==> config.mk <==
export PLATFORM = sky130hd
export DESIGN_NAME = camera_config_sequencer_flat
export DESIGN_NICKNAME = d
export VERILOG_FILES = /design/src/rtl/camera_config_sequencer_pkg.sv /design/src/rtl/camera_config_sequencer_if.sv /design/src/rtl/camera_config_table.sv /design/src/rtl/camera_config_sequencer.sv /design/src/flat_wrapper.sv
export SDC_FILE = /design/constraint.sdc
export NUM_CORES = 1
export LEC_CHECK = 0
export CAP_MARGIN = 20
export CORE_AREA = 2 2 81 83
export DETAILED_ROUTE_END_ITERATION = 10
export DIE_AREA = 0 0 83 85
export GPL_ROUTABILITY_DRIVEN = 1
export GPL_TIMING_DRIVEN = 0
export HOLD_SLACK_MARGIN = 0.12
export PLACE_DENSITY_LB_ADDON = 0.25
export RECOVER_POWER = 25
export SYNTH_ARGS = -nofsm -noshare
export SYNTH_HDL_FRONTEND = slang
export SYNTH_SLANG_ARGS = --single-unit
==> constraint.sdc <==
create_clock -name clk -period 2 [get_ports clk]
set_input_delay 0.5 -clock clk [delete_from_list [all_inputs] [get_ports clk]]
set_output_delay 0.5 -clock clk [all_outputs]
set_load 0.005 [all_outputs]
==> src/rtl/camera_config_sequencer_pkg.sv <==
// Shared definitions for the OV7670 configuration sequencer.
//   - ENTRY_W / REG_W : table entry width and SCCB register byte width
//   - END_CODE        : end-of-table marker
//   - DELAY_CODE      : inline delay entry
//   - TBL_*           : mode table identifiers
//   - seq_state_e     : sequencer FSM states
package camera_config_sequencer_pkg;

    localparam int ENTRY_W = 16;
    localparam int REG_W   = 8;

    localparam logic [ENTRY_W-1:0] END_CODE   = 16'hFFFF;
    localparam logic [ENTRY_W-1:0] DELAY_CODE = 16'hFFF0;

    localparam int TBL_RGB565_VGA = 0;
    localparam int TBL_YUV_QVGA   = 1;

    typedef enum logic [2:0] {
        ST_IDLE   = 3'd0,
        ST_FETCH  = 3'd1,
        ST_DECODE = 3'd2,
        ST_SEND   = 3'd3,
        ST_DELAY  = 3'd4,
        ST_DONE   = 3'd5
    } seq_state_e;

endpackage

==> src/rtl/camera_config_sequencer_if.sv <==
// Register-write command channel between the configuration sequencer and
// the SCCB master.
//   cmd_valid : a write is pending (master -> slave)
//   cmd_ready : the SCCB master accepts the write (slave -> master)
//   cmd_addr  : OV7670 sub-address
//   cmd_data  : register value
interface camera_config_sequencer_if;
    import camera_config_sequencer_pkg::*;

    logic             cmd_valid;
    logic             cmd_ready;
    logic [REG_W-1:0] cmd_addr;
    logic [REG_W-1:0] cmd_data;

    modport master (
        output cmd_valid,
        output cmd_addr,
        output cmd_data,
        input  cmd_ready
    );

    modport slave (
        input  cmd_valid,
        input  cmd_addr,
        input  cmd_data,
        output cmd_ready
    );

endinterface

==> src/rtl/camera_config_table.sv <==
// Synchronous-read ROM holding the OV7670 mode tables.
//   clk  : read clock
//   addr : {table id, entry index}
//   dout : {sub-address, value} entry, valid one cycle after addr
// Entries not listed in a table (and unknown tables) read as END_CODE.
module camera_config_table
    import camera_config_sequencer_pkg::*;
#(
    parameter int                 IDX_W      = 8,
    parameter int                 SEL_W      = 1,
    parameter logic [ENTRY_W-1:0] END_CODE   = camera_config_sequencer_pkg::END_CODE,
    parameter logic [ENTRY_W-1:0] DELAY_CODE = camera_config_sequencer_pkg::DELAY_CODE
) (
    input  logic                   clk,
    input  logic [SEL_W+IDX_W-1:0] addr,
    output logic [ENTRY_W-1:0]     dout
);

    logic [31:0]        tbl_id;
    logic [31:0]        entry_idx;
    logic [ENTRY_W-1:0] rom_word;

    assign tbl_id    = 32'(addr[SEL_W+IDX_W-1:IDX_W]);
    assign entry_idx = 32'(addr[IDX_W-1:0]);

    always_comb begin
        rom_word = END_CODE;
        if (tbl_id == TBL_RGB565_VGA) begin
            case (entry_idx)
                0:       rom_word = 16'h1280;   // COM7: soft reset
                1:       rom_word = DELAY_CODE; // let the sensor come out of reset
                2:       rom_word = DELAY_CODE;
                3:       rom_word = 16'h1204;   // COM7: VGA, RGB
                4:       rom_word = 16'h1101;   // CLKRC: prescaler
                5:       rom_word = 16'h0C00;   // COM3: no scaling
                6:       rom_word = 16'h3E00;   // COM14: normal PCLK
                7:       rom_word = 16'h40D0;   // COM15: RGB565, full range
                8:       rom_word = 16'h8C00;   // RGB444 off
                9:       rom_word = 16'h3A04;   // TSLB
                10:      rom_word = 16'h13E5;   // COM8: AGC/AEC on
                default: rom_word = END_CODE;
            endcase
        end else if (tbl_id == TBL_YUV_QVGA) begin
            case (entry_idx)
                0:       rom_word = 16'h1280;   // COM7: soft reset
                1:       rom_word = DELAY_CODE;
                2:       rom_word = 16'h1200;   // COM7: YUV
                3:       rom_word = 16'h0C04;   // COM3: enable scaling
                4:       rom_word = 16'h3E19;   // COM14: PCLK divide for QVGA
                5:       rom_word = 16'h7211;   // SCALING_DCWCTR
                6:       rom_word = 16'h73F1;   // SCALING_PCLK_DIV
                7:       rom_word = 16'h3A04;   // TSLB
                8:       rom_word = 16'h13E5;   // COM8
                default: rom_word = END_CODE;
            endcase
        end
    end

    always_ff @(posedge clk) begin
        dout <= rom_word;
    end

endmodule

==> src/rtl/camera_config_sequencer.sv <==
// OV7670 configuration sequencer. On an accepted start it walks the
// selected register table, hands each write to the SCCB master over a
// valid/ready handshake, waits DELAY_CYCLES on delay entries and stops at
// the end marker (or with err set if the table has no end marker).
//   clk, rst  : clock, asynchronous active-high reset
//   start     : begin a pass (honoured only in IDLE/DONE)
//   table_sel : table to walk, latched on an accepted start
//   cmd       : command channel to the SCCB master
//   busy      : pass in progress
//   done      : pass finished, held until the next accepted start
//   index     : current table index
//   err       : invalid table or missing end marker
module camera_config_sequencer
    import camera_config_sequencer_pkg::*;
#(
    parameter int                 IDX_W        = 8,
    parameter int                 NUM_TABLES   = 2,
    parameter int                 SEL_W        = 1,
    parameter int                 DELAY_CYCLES = 1_000_000,
    parameter logic [ENTRY_W-1:0] END_CODE     = camera_config_sequencer_pkg::END_CODE,
    parameter logic [ENTRY_W-1:0] DELAY_CODE   = camera_config_sequencer_pkg::DELAY_CODE
) (
    input  logic                      clk,
    input  logic                      rst,
    input  logic                      start,
    input  logic [SEL_W-1:0]          table_sel,
    camera_config_sequencer_if.master cmd,
    output logic                      busy,
    output logic                      done,
    output logic [IDX_W-1:0]          index,
    output logic                      err
);

    localparam int               CNT_W    = (DELAY_CYCLES > 1) ? $clog2(DELAY_CYCLES) : 1;
    localparam logic [CNT_W-1:0] CNT_LOAD = CNT_W'(DELAY_CYCLES - 1);
    localparam logic [IDX_W-1:0] LAST_IDX = '1;

    seq_state_e         state_q, state_d;
    logic [SEL_W-1:0]   table_q, table_d;
    logic [IDX_W-1:0]   index_q, index_d;
    logic [CNT_W-1:0]   cnt_q, cnt_d;
    logic [REG_W-1:0]   addr_q, addr_d;
    logic [REG_W-1:0]   data_q, data_d;
    logic               err_q, err_d;
    logic [ENTRY_W-1:0] rom_dout;
    logic               advance;
    logic               sel_bad;

    camera_config_table #(
        .IDX_W      (IDX_W),
        .SEL_W      (SEL_W),
        .END_CODE   (END_CODE),
        .DELAY_CODE (DELAY_CODE)
    ) u_table (
        .clk  (clk),
        .addr ({table_q, index_q}),
        .dout (rom_dout)
    );

    assign sel_bad = (32'(table_sel) >= 32'(NUM_TABLES));

    always_comb begin
        state_d = state_q;
        table_d = table_q;
        index_d = index_q;
        cnt_d   = cnt_q;
        addr_d  = addr_q;
        data_d  = data_q;
        err_d   = err_q;
        advance = 1'b0;

        case (state_q)
            ST_IDLE, ST_DONE: begin
                if (start) begin
                    table_d = table_sel;
                    index_d = '0;
                    err_d   = sel_bad;
                    state_d = sel_bad ? ST_DONE : ST_FETCH;
                end
            end
            // ROM address is {table_q, index_q}; its output is ready in DECODE.
            ST_FETCH: state_d = ST_DECODE;
            ST_DECODE: begin
                if (rom_dout == END_CODE) begin
                    state_d = ST_DONE;
                end else if (rom_dout == DELAY_CODE) begin
                    cnt_d   = CNT_LOAD;
                    state_d = ST_DELAY;
                end else begin
                    addr_d  = rom_dout[15:8];
                    data_d  = rom_dout[7:0];
                    state_d = ST_SEND;
                end
            end
            ST_SEND:  advance = cmd.cmd_ready;
            ST_DELAY: begin
                if (cnt_q == '0) begin
                    advance = 1'b1;
                end else begin
                    cnt_d = cnt_q - 1'b1;
                end
            end
            default: state_d = ST_IDLE;
        endcase

        // Running off the last entry is an error; the index never wraps.
        if (advance) begin
            if (index_q == LAST_IDX) begin
                err_d   = 1'b1;
                state_d = ST_DONE;
            end else begin
                index_d = index_q + 1'b1;
                state_d = ST_FETCH;
            end
        end
    end

    always_ff @(posedge clk or posedge rst) begin
        if (rst) begin
            state_q <= ST_IDLE;
            table_q <= '0;
            index_q <= '0;
            cnt_q   <= '0;
            addr_q  <= '0;
            data_q  <= '0;
            err_q   <= 1'b0;
        end else begin
            state_q <= state_d;
            table_q <= table_d;
            index_q <= index_d;
            cnt_q   <= cnt_d;
            addr_q  <= addr_d;
            data_q  <= data_d;
            err_q   <= err_d;
        end
    end

    assign cmd.cmd_valid = (state_q == ST_SEND);
    assign cmd.cmd_addr  = addr_q;
    assign cmd.cmd_data  = data_q;
    assign busy          = (state_q != ST_IDLE) && (state_q != ST_DONE);
    assign done          = (state_q == ST_DONE);
    assign index         = index_q;
    assign err           = err_q;

endmodule

==> src/flat_wrapper.sv <==
// flat-port wrapper written by rule: the top's interface ports become plain ports
module camera_config_sequencer_flat import camera_config_sequencer_pkg::*;
#(
    parameter int                 IDX_W        = 8,
    parameter int                 NUM_TABLES   = 2,
    parameter int                 SEL_W        = 1,
    parameter int                 DELAY_CYCLES = 1_000_000,
    parameter logic [ENTRY_W-1:0] END_CODE     = camera_config_sequencer_pkg::END_CODE,
    parameter logic [ENTRY_W-1:0] DELAY_CODE   = camera_config_sequencer_pkg::DELAY_CODE
)
  (clk, rst, start, table_sel, busy, done, index, err, cmd_cmd_valid, cmd_cmd_addr, cmd_cmd_data, cmd_cmd_ready);
  camera_config_sequencer_if cmd_i ();
  input  logic clk;
  input  logic rst;
  input  logic start;
  input  logic [SEL_W-1:0] table_sel;
  output logic busy;
  output logic done;
  output logic [IDX_W-1:0] index;
  output logic err;
  output wire logic [$bits(cmd_i.cmd_valid)-1:0] cmd_cmd_valid;
  output wire logic [$bits(cmd_i.cmd_addr)-1:0] cmd_cmd_addr;
  output wire logic [$bits(cmd_i.cmd_data)-1:0] cmd_cmd_data;
  input wire logic [$bits(cmd_i.cmd_ready)-1:0] cmd_cmd_ready;
  assign cmd_cmd_valid = cmd_i.cmd_valid;
  assign cmd_cmd_addr = cmd_i.cmd_addr;
  assign cmd_cmd_data = cmd_i.cmd_data;
  assign cmd_i.cmd_ready = cmd_cmd_ready;
  camera_config_sequencer #(.IDX_W(IDX_W), .NUM_TABLES(NUM_TABLES), .SEL_W(SEL_W), .DELAY_CYCLES(DELAY_CYCLES), .END_CODE(END_CODE), .DELAY_CODE(DELAY_CODE)) u_core (.clk(clk), .rst(rst), .start(start), .table_sel(table_sel), .cmd(cmd_i), .busy(busy), .done(done), .index(index), .err(err));
endmodule
==> results summary <==
dfrtp_1 takes more of the synthesized area than any other cell. Clock tree synthesis found a total of between 60 and 70 sinks. The flow ran to the end, and the final reports show no timing, DRC or antenna violations. The storage element area came out at ~1600 sq um.

The total leakage power is 1.76 nW. The post-synthesis cell area is approximately 3400 sq um. The final estimated routing congestion in global placement came out at slightly above 0.9.

The DRC violation count after routing came out at 0. Cells with a size suffix above 1 make up 19.7% of the layout. The startpoint kind of the worst setup timing path is a flop.

The HPWL reported at the end of detailed placement came out at 5.38 mm. The clock passes through at most 2 buffers. The critical path launch point is u_core.cnt_q[15]. The detailed router placed around 2.9k vias in this run.

The worst setup timing slack at the placement stage came out at -0.118 ns. The type of destination of the critical path is a flop. The worst hold path belongs to the class flop to flop.

The total global-route track usage is between 20% and 30%. In this run the clock root is driven by a clkbuf_8. The number of different library cells used by synthesis comes to 57.

In this run, synthesis produced a sequential element count of between 60 and 70. The power density normalized to cell area is 1720 nW/um^2. Setup violations remaining at the end of the flow were counted as 0. The worst setup path endpoint is u_core.index[2]. Yosys printed 0 warnings. For this run, the detailed router's first-pass iteration total came to 5. The routed design has 7.91 mm of wire. Across the run, the number of max-cap violations was 0. The post-detailed-route wirelength per cell came out at roughly 16 um.

The per-cell via count in the routed design came out at around 6.0. Summing all multi-input logic gate instances after layout gives approximately 1800 sq um. In the synthesized netlist, the number of instances is between 300 and 400.

The sequential cell area fraction in the yosys report is a little under half. The pin count of the biggest net entering global routing came out at 40. The horizontal die dimension came out at between 80 and 90 um. The critical path arrival is 2.24 ns. The CTS tree is yes. After layout, the design draws a total of 0.00729 W.

For this run, the post-layout net count is approximately 420. The critical path is of the flop to flop type. The initial antenna violation count was 0. The share of the cycle needed by the critical path after routing came out at between 90% and 100%. In this run the worst path has a maximum fanout of 4. The final antenna-violating net count came out at 0. The iteration-0 DRC count of the detailed router is 174.

The endpoint of the lowest-slack register-to-register path is u_core.index[2]. The fill cell total of the finished layout came out at roughly 500. For this run, the top clock speed supported by timing is 0.507 GHz. In this run the critical register-to-register path is launched from u_core.cnt_q[15]. The actual transition at the worst max-transition pin came out at around 0.55 ns.

For flop-to-flop paths, the worst setup slack is around 0.029 ns. Ranked by total cell area, the synthesized netlist is headed by dfrtp_1, dfxtp_1, mux2_2. Of the post-synthesis cell area, the dominant cell type holds a little over a third. The peak supply drop is 1.11 mV. The H-tree depth reported by CTS came out at 3. The number of hold-slack violations in the final timing report is 0.

The number of antenna repair diodes came out at 0. The total I/O pin count is 33. The average instance in the mapped netlist occupies 9.73 sq um. The number of cell rows came out at 29. Counting cells, the worst reg-to-reg path comes to 5. The worst pin sits at a relative slew slack of 63.4%. The count of input and output buffers is 32.

The worst clock skew came out at about 0.013 ns. The post-cts hold buffer count is 0. The worst-case hold slack is between 0.4 and 0.5 ns. The final number of max-transition violations is 0. The primary flip-flop cell chosen by synthesis mapping is dfrtp_1. The insertion delay to the later sink of the worst-skew pair is around 0.34 ns.

In this run the vertical extent of the chip is approximately 85 um. The data required time at the worst endpoint came out at between 2 and 2.5 ns. The clock transition time at the flip-flop clock pins of the worst setup and hold paths came out at approximately 0.08 ns. TritonCTS created 9 clock buffers. The residual overflow from global routing is 0. The number of enable flip-flop cells after synthesis is 0. For this configuration, the core starts out at a cell density of approximately 55%. Counting flops with an async set or reset pin after synthesis yields a share of between 70% and 80%.

The number of nets in the synthesized netlist is roughly 370. The standard cell core area is about 6200 sq um. The number of global-route vias before repair came out at ~2.7k. The area growth from synthesis to layout is 24.4%. The die footprint came out at about 7000 sq um.

The wire length of the first global-routing pass came out at between 10 and 15 mm. The post-route worst setup slack is 0.0287 ns. For the finished layout, the period the worst path requires is 1.97 ns.
## power by group
group	switching [W]	internal [W]	leakage, nW
logic	0.00188	0.00185	0.905
registers	0.000511	0.00189	0.746
clock network	0.000501	0.000669	0.110
total	0.00289	0.00440	1.76
## stage by stage
stage | instance area (sq um) | std cells | TNS, ns | util (%)
finish | 4240 | 484 | 0 | 68.3
global route | 4240 | 484 | -0.345 | 68.3
CTS | 4110 | 474 | -0.0131 | 66.3
detailed placement | 3840 | 460 | -1.59 | 61.9
global placement | 3820 | 459 | -32.10 | 61.6
floorplan | 3410 | 350 | 0 | -
## critical path, cell delays in order (launching register included)
cell and delay, ns:
dfrtp_1 0.44, nor4_4 0.33, nand4_1 0.23, o21a_1 0.27, nor2_1 0.36, mux2i_1 0.26
## what timing repair did
| action | CTS | global route |
|---|---|---|
| pin swaps | 2 | 7 |
| setup endpoints to repair | 32 | 35 |
| gates resized for setup | 21 | 17 |
| buffers inserted | 0 | 11 |
## placed cells by master (no fill, tap or decap), drive strengths merged, types with 3 or more instances in the layout
master	synthesis	final
a211oi	4	4
a21oi	15	15
a311oi	3	3
and2	3	3
and4	4	4
buf	7	17
clkbuf	12	26
clkdlybuf4s50	0	28
clkinv	2	3
dfrtp	49	49
dfxtp	16	16
dlygate4sd2	0	3
ha	11	11
inv	10	10
mux2	18	18
mux2i	6	6
nand2	25	25
nand2b	5	5
nand3	14	14
nand4	9	9
nor2	34	34
nor2b	4	4
nor3	8	8
nor3b	3	3
nor4	7	7
o211ai	5	5
o21a	6	6
o21ai	25	25
or3	4	4
xnor2	5	5
xor2	8	8
## synthesized netlist by cell type, drive strengths merged, types with 7 or more instances
cell / count
dfrtp: 49
nor2: 34
nand2: 25
o21ai: 25
mux2: 18
dfxtp: 16
a21oi: 15
nand3: 14
clkbuf: 12
ha: 11
inv: 10
nand4: 9
nor3: 8
xor2: 8
buf: 7
nor4: 7
## final cells by class
class	count	area share, %
Inverter	12	1.06
Clock inverter	1	0.118
Multi-Input combinational cell	254	42.9
Timing Repair Buffer	44	9.60
Sequential cell	65	36.6
Tap cell	77	2.27
Clock buffer	15	4.93
Buffer	16	2.51
## state kept, by name (all words and copies together) (netlist names)
register and cells:
u_core.table_q 1, u_core.cmd.cmd_addr 8, u_core.index 8, u_core.err 1, u_core.state_q 3, u_core.u_table.dout 16, u_core.cmd.cmd_data 8, u_core.cnt_q 20
## metal layers
layer | track usage, % | vias up | share of wire (%)
met5 | 0 | - | 0
met4 | 9.09 | 0 | 1.9
met3 | 3.50 | 16 | 5.1
met2 | 34.5 | 105 | 46
met1 | 33.0 | 1401 | 47
li1 | - | 1375 | -
## cells by family (layout without fill, tap and decap cells)
logic type	Yosys count	after routing	synth area share, %
xor gates and xnor gates	13	13	3.34
adders and majority gates	11	11	4.04
and+or+nand+nor	131	131	20.9
DFF	65	65	45.4
muxes	24	24	7.71
buffers and inverters	31	88	4.30
AOI/OAI and AO/OA	75	75	14.3
## worst min path at each step
stage	from	end	slack (ns)	depth (start not counted)
after floorplan	u_core.u_table.dout[8]	u_core.cmd.cmd_addr[0]	0.45	1
after global placement	u_core.u_table.dout[8]	u_core.cmd.cmd_addr[0]	0.47	1
after detailed placement	u_core.u_table.dout[8]	u_core.cmd.cmd_addr[0]	0.47	1
after CTS	rst	u_core.cmd.cmd_addr[7]	0.41	2
after global routing	u_core.u_table.dout[8]	u_core.cmd.cmd_addr[0]	0.49	1
final	u_core.u_table.dout[8]	u_core.cmd.cmd_addr[0]	0.49	1
No activity file was read; power rests on OpenSTA's default activity.
==> RTL edit 1: new RTL, same settings <==
`addr_q` and `data_q` no longer have a reset.
--- a/src/rtl/camera_config_sequencer.sv
+++ b/src/rtl/camera_config_sequencer.sv
@@ -122,6 +122,4 @@
             index_q <= '0;
             cnt_q   <= '0;
-            addr_q  <= '0;
-            data_q  <= '0;
             err_q   <= 1'b0;
         end else begin
@@ -130,8 +128,11 @@
             index_q <= index_d;
             cnt_q   <= cnt_d;
-            addr_q  <= addr_d;
-            data_q  <= data_d;
             err_q   <= err_d;
         end
+    end
+
+    always_ff @(posedge clk) begin
+        addr_q <= addr_d;
+        data_q <= data_d;
     end
 
Formal check against the unedited RTL: differs if rst is asserted again (counterexample within 4 cycles, from zero or initial values and one cycle with rst high); with rst held inactive, the same outputs for 10 cycles.
==> RTL edit 1 against the original RTL <==
- the run now ends with negative setup slack left
- design area rose by 1.3%
- power down 8.8%
- via count decreased by 3.5%
- synthesized area shrank 4.8%
- sequential share of layout area grew 1.4 points
- sequential cell count did not move
- setup slack worse by 0.16 ns
- wire length down 3.6%
- critical endpoint is now u_core.cnt_q[19]$_DFFE_PP0P_
==> RTL edit 1: results (changes against the original RTL) <==
[power_and_ir_drop]
intPower_uw=3970  ; was 4400 uW
power_frac_comb_pct=50.1  ; was 51.0%
powerComb_uw=3340  ; was 3720 uW
worst_ir_drop_vdd_v=0.000917  ; was 0.00111 V

[timing]
fin_ws_ns=-0.131  ; was 0.0287 ns
whs_ns=0.428  ; was 0.490 ns
clock_skew_ns=0.00921  ; was 0.0133 ns
setup_viol=17  ; was 0

[worst_setup_path]
slowest_stage=or4_4  ; was dfrtp_1
cp.arrival_ns=2.40  ; was 2.24 ns
reg2reg_depth=6  ; was 5
crit_end=u_core.cnt_q[19]$_DFFE_PP0P_  ; was u_core.index[2]$_DFF_PP0_
startpoint=u_core.cnt_q[4]$_DFFE_PP0P_  ; was u_core.cnt_q[15]$_DFFE_PP0P_

[logic_synthesis]
ys_seq_area_share_pct=50.2  ; was 45.4%
syn-num-nets=344  ; was 366
synth_edf_count=16  ; was 0
synthArstFlopShare_pct=50.8  ; was 75.4%

[cts]
cts_setup_buffers=15  ; was 0

[cells_and_area]
clkCellAreaFrac_pct=4.32  ; was 5.05%
multi_input_area_share_pct=39.4  ; was 42.9%
fillers=467  ; was 502
n_all_buffers=73  ; was 60
final_nets=413  ; was 418
bufAreaShareNonClock_pct=14.8  ; was 12.1%
final_cell_count_no_fill=479  ; was 484
final_layout_size_suffix_gt1_share_pct=23.4  ; was 19.7%
multi_input_cells=235  ; was 254

[place]
place_congestion=0.897  ; was 0.916
place_area_um2=3700  ; was 3840 um^2
numPlacedInstances=438  ; was 460

[min_path]
hold_end=u_core.cmd.cmd_addr[1]$_DFFE_PP_  ; was u_core.cmd.cmd_addr[0]$_DFFE_PP0P_

[detailed_routing]
vias=2795  ; was 2,897
drtIter0Drc=169  ; was 174
drt-total-wl_um=7620  ; was 7910 um

[grt]
grt_pass1_vias=2652  ; was 2,655
grt_usage_pct=22.5  ; was 22.8%

[status]
violations=negative setup slack
status=finished, violations left  ; was completed

-- RTL edit 1: cell count changes in the layout (fill, tap and decap cells not counted), moves of 9 or more --
cell,unedited run,this run
edfxtp_1,0,16
nor2_1,33,21
dfrtp_1,46,31
o21ai_0,23,14
buf_4,11,23
mux2_2,17,1
-- RTL edit 1: worst max-delay path: cells and delay by family (launching register included) --
kind / cells / cell delay, ns
flip-flops: 1 / 0.39
buffers and inverters: 1 / 0.15
AND/OR/NAND/NOR: 5 / 1.53
-- RTL edit 1: logic make-up after synthesis --
group | synth area share (%)
and+or+nand+nor | 22.1
AOI/OAI and AO/OA | 15.5
DFF | 50.2
buffers and inverters | 3.32
adders and majority gates | 4.24
xor gates and xnor gates | 2.16
muxes | 2.55
-- RTL edit 1: routing by layer --
layer / part of all wire, % / GRT usage [%] / vias up
met1: 46 / 32.9 / 1326
met3: 5.8 / 3.89 / 10
met5: 0 / 0 / -
met4: 1.5 / 9.24 / 0
met2: 46 / 33.3 / 99
li1: - / - / 1360
==> RTL edit 2: new RTL, same flow settings <==
Without the edit above. `IDX_W` is set to 8 in 3 places; all go to 10.
--- a/src/rtl/camera_config_table.sv
+++ b/src/rtl/camera_config_table.sv
@@ -7,5 +7,5 @@
     import camera_config_sequencer_pkg::*;
 #(
-    parameter int                 IDX_W      = 8,
+    parameter int                 IDX_W      = 10,
     parameter int                 SEL_W      = 1,
     parameter logic [ENTRY_W-1:0] END_CODE   = camera_config_sequencer_pkg::END_CODE,
--- a/src/rtl/camera_config_sequencer.sv
+++ b/src/rtl/camera_config_sequencer.sv
@@ -14,5 +14,5 @@
     import camera_config_sequencer_pkg::*;
 #(
-    parameter int                 IDX_W        = 8,
+    parameter int                 IDX_W        = 10,
     parameter int                 NUM_TABLES   = 2,
     parameter int                 SEL_W        = 1,
--- a/src/flat_wrapper.sv
+++ b/src/flat_wrapper.sv
@@ -2,5 +2,5 @@
 module camera_config_sequencer_flat import camera_config_sequencer_pkg::*;
 #(
-    parameter int                 IDX_W        = 8,
+    parameter int                 IDX_W        = 10,
     parameter int                 NUM_TABLES   = 2,
     parameter int                 SEL_W        = 1,
Interface: changed (resized index); port bits go from 33 to 35. No check against the original RTL was run, so the function may have changed too.
==> RTL edit 2 against the original RTL <==
- the run now ends with negative setup slack left
- sequential cell count grew 2
- final cell count grew 6.4%
- non-clock buffer count grew 10
- sequential share of layout area shrank 1.9 points
- power grew 3.4%
- design area grew 9.1%
- synthesized area grew 4.4%
- wire length grew 18%
- setup slack lost 0.051 ns
- maximum frequency shrank 2.5%
- first-iteration DRC count grew 18%
- highest routed layer unchanged
==> RTL edit 2: results (changes against the original RTL) <==
[worst_setup_path]
slowest_stage=or4_1  ; was dfrtp_1
r2r-end=u_core.index[5]$_DFF_PP0_  ; was u_core.index[2]$_DFF_PP0_
reg2reg_depth=7  ; was 5
timing.rr.start=u_core.cnt_q[1]$_DFFE_PP0P_  ; was u_core.cnt_q[15]$_DFFE_PP0P_
slowest_delay_ns=0.50  ; was 0.44 ns
cp.arrival_ns=2.28  ; was 2.24 ns
path_max_fanout=7  ; was 4
r2r_setup_slack_ns=-0.02  ; was 0.03 ns

[status]
violations=negative setup slack
status=finished, violations left  ; was completed

[cells_and_area]
fillers=411  ; was 502
final_layout_size_suffix_gt1_share_pct=25.1  ; was 19.7%
final_nets=449  ; was 418

[place]
hpwlAfterDp_um=5940  ; was 5380 um
place_congestion=0.885  ; was 0.916
place.port_buffers=34  ; was 32

[logic_synthesis]
ys_seq_area_share_pct=44.9  ; was 45.4%
synthTopCellsByArea=dfrtp_1 (36%), dfxtp_1 (9.0%), mux2_2 (5.1%), ha_1 (3.9%), nand2_1 (3.7%)  ; was dfrtp_1 (36%), dfxtp_1 (9.4%), mux2_2 (5.6%), ha_1 (4.0%), nor2_1 (3.7%)
synthArstFlopShare_pct=76.1  ; was 75.4%
ys_top_cells_by_count=dfrtp_1 (51), nand2_1 (35), a21oi_1 (25)  ; was dfrtp_1 (49), nor2_1 (34), nand2_1 (25)
syn-num-nets=384  ; was 366

[timing]
slew_headroom_pct=60.5  ; was 63.4%
fin_ws_ns=-0.0224  ; was 0.0287 ns
whs_ns=0.490  ; about the same
setup_viol=2  ; was 0
clock_skew_ns=0.0110  ; was 0.0133 ns

[min_path]
hold_end=u_core.cmd.cmd_data[5]$_DFFE_PP0P_  ; was u_core.cmd.cmd_addr[0]$_DFFE_PP0P_
hold_path.startpoint=u_core.u_table.dout[5]$_DFF_P_  ; was u_core.u_table.dout[8]$_DFF_P_
min-delay-path-class=flip-flop to flip-flop  ; unchanged

[power_and_ir_drop]
worst_ir_drop_vdd_v=0.00104  ; was 0.00111 V
power.share.sequential_pct=32.4  ; was 32.9%
p_switching_uw=2990  ; was 2890 uW
p_leak_uw=0.00191  ; was 0.00176 uW
power_frac_comb_pct=49.5  ; was 51.0%

[detailed_routing]
routed-wl-met2_um=4610  ; was 3600 um
via_per_inst=6.17  ; was 5.99
drtIter0Drc=206  ; was 174
drt-total-wl_um=9330  ; was 7910 um
wl_met3_um=509  ; was 403 um
met1Wirelength_um=4030  ; was 3750 um

[grt]
grt_pass1_vias=3053  ; was 2,655
grt_max_degree=44  ; was 40
grt_pass1_wl_um=14600  ; was 12,800 um
grt_usage_pct=25.6  ; was 22.8%

-- RTL edit 2: area by class of cell --
class	count	area (um^2)	share of cell area, %
timing repair buffer	55	494	10.7
buffer	15	104	2.25
multi-input combinational	269	2020	43.7
clock inverter	7	116	2.52
inverter	16	61.3	1.33
clock buffer	9	124	2.68
tap	77	96.3	2.08
sequential	67	1600	34.7
-- RTL edit 2: worst max-delay path: cells and delay by family, from the launching register on --
family	cells	cell delay [ns]
AND/OR/NAND/NOR	3	0.99
AO/OA/AOI/OAI	2	0.29
adder cells (fa/ha/maj)	1	0.12
flip-flops	1	0.43
buffers and inverters	1	0.11
-- RTL edit 2: kinds of logic (layout without fill, tap and decap cells) --
family / Yosys count / after routing / share of synthesized area, %
xor gates and xnor gates: 16 / 16 / 3.94
AOI/OAI and AO/OA: 83 / 83 / 15.1
muxes: 20 / 20 / 6.54
adders and majority gates: 11 / 11 / 3.87
buffers and inverters: 32 / 102 / 4.08
DFF: 67 / 67 / 44.9
and+or+nand+nor: 139 / 139 / 21.6
-- RTL edit 2: worst max-delay path by stage --
stage                           startpoint                     endpoint  slack [ns]  cells past startpoint
2_1_floorplan  u_core.cnt_q[1]$_DFFE_PP0P_    u_core.index[7]$_DFF_PP0_        0.03                      7
3_3_place_gp                           rst   u_core.table_q$_DFFE_PP0P_       -0.70                      2
3_5_place_dp   u_core.cnt_q[1]$_DFFE_PP0P_  u_core.cnt_q[0]$_DFFE_PP0P_       -0.41                      7
4_1_cts        u_core.cnt_q[1]$_DFFE_PP0P_    u_core.index[7]$_DFF_PP0_     -0.0005                      7
5_1_grt        u_core.cnt_q[1]$_DFFE_PP0P_  u_core.cnt_q[0]$_DFFE_PP0P_        -0.1                      8
6_report       u_core.cnt_q[1]$_DFFE_PP0P_    u_core.index[5]$_DFF_PP0_       -0.02                      7
-- RTL edit 2: metrics by stage --
stage | cells | total power (uW) | TNS (ns) | setup WS, ns | area, um^2
finish | 515 | 7540 | -0.0444 | -0.0224 | 4620
global route | 515 | 8000 | -0.935 | -0.0984 | 4620
CTS | 503 | 7130 | -0.000541 | -0.000541 | 4440
detailed placement | 480 | 5450 | -8.48 | -0.414 | 4020
global placement | 479 | 5330 | -41.57 | -0.701 | 4000
floorplan | 368 | 4390 | 0 | 0.0341 | 3560
-- RTL edit 2: metal layers --
layer	track usage (%)	vias to the layer above
met5	0	-
met4	8.79	0
met3	6.23	22
met2	42.4	132
met1	33.1	1543
li1	-	1478
-- RTL edit 2: repair_timing --
| action | CTS | global route |
|---|---|---|
| endpoints found under the setup margin | 54 | 39 |
| gates resized for setup | 33 | 29 |
| setup buffers | 8 | 12 |
| pin swaps | 9 | 6 |
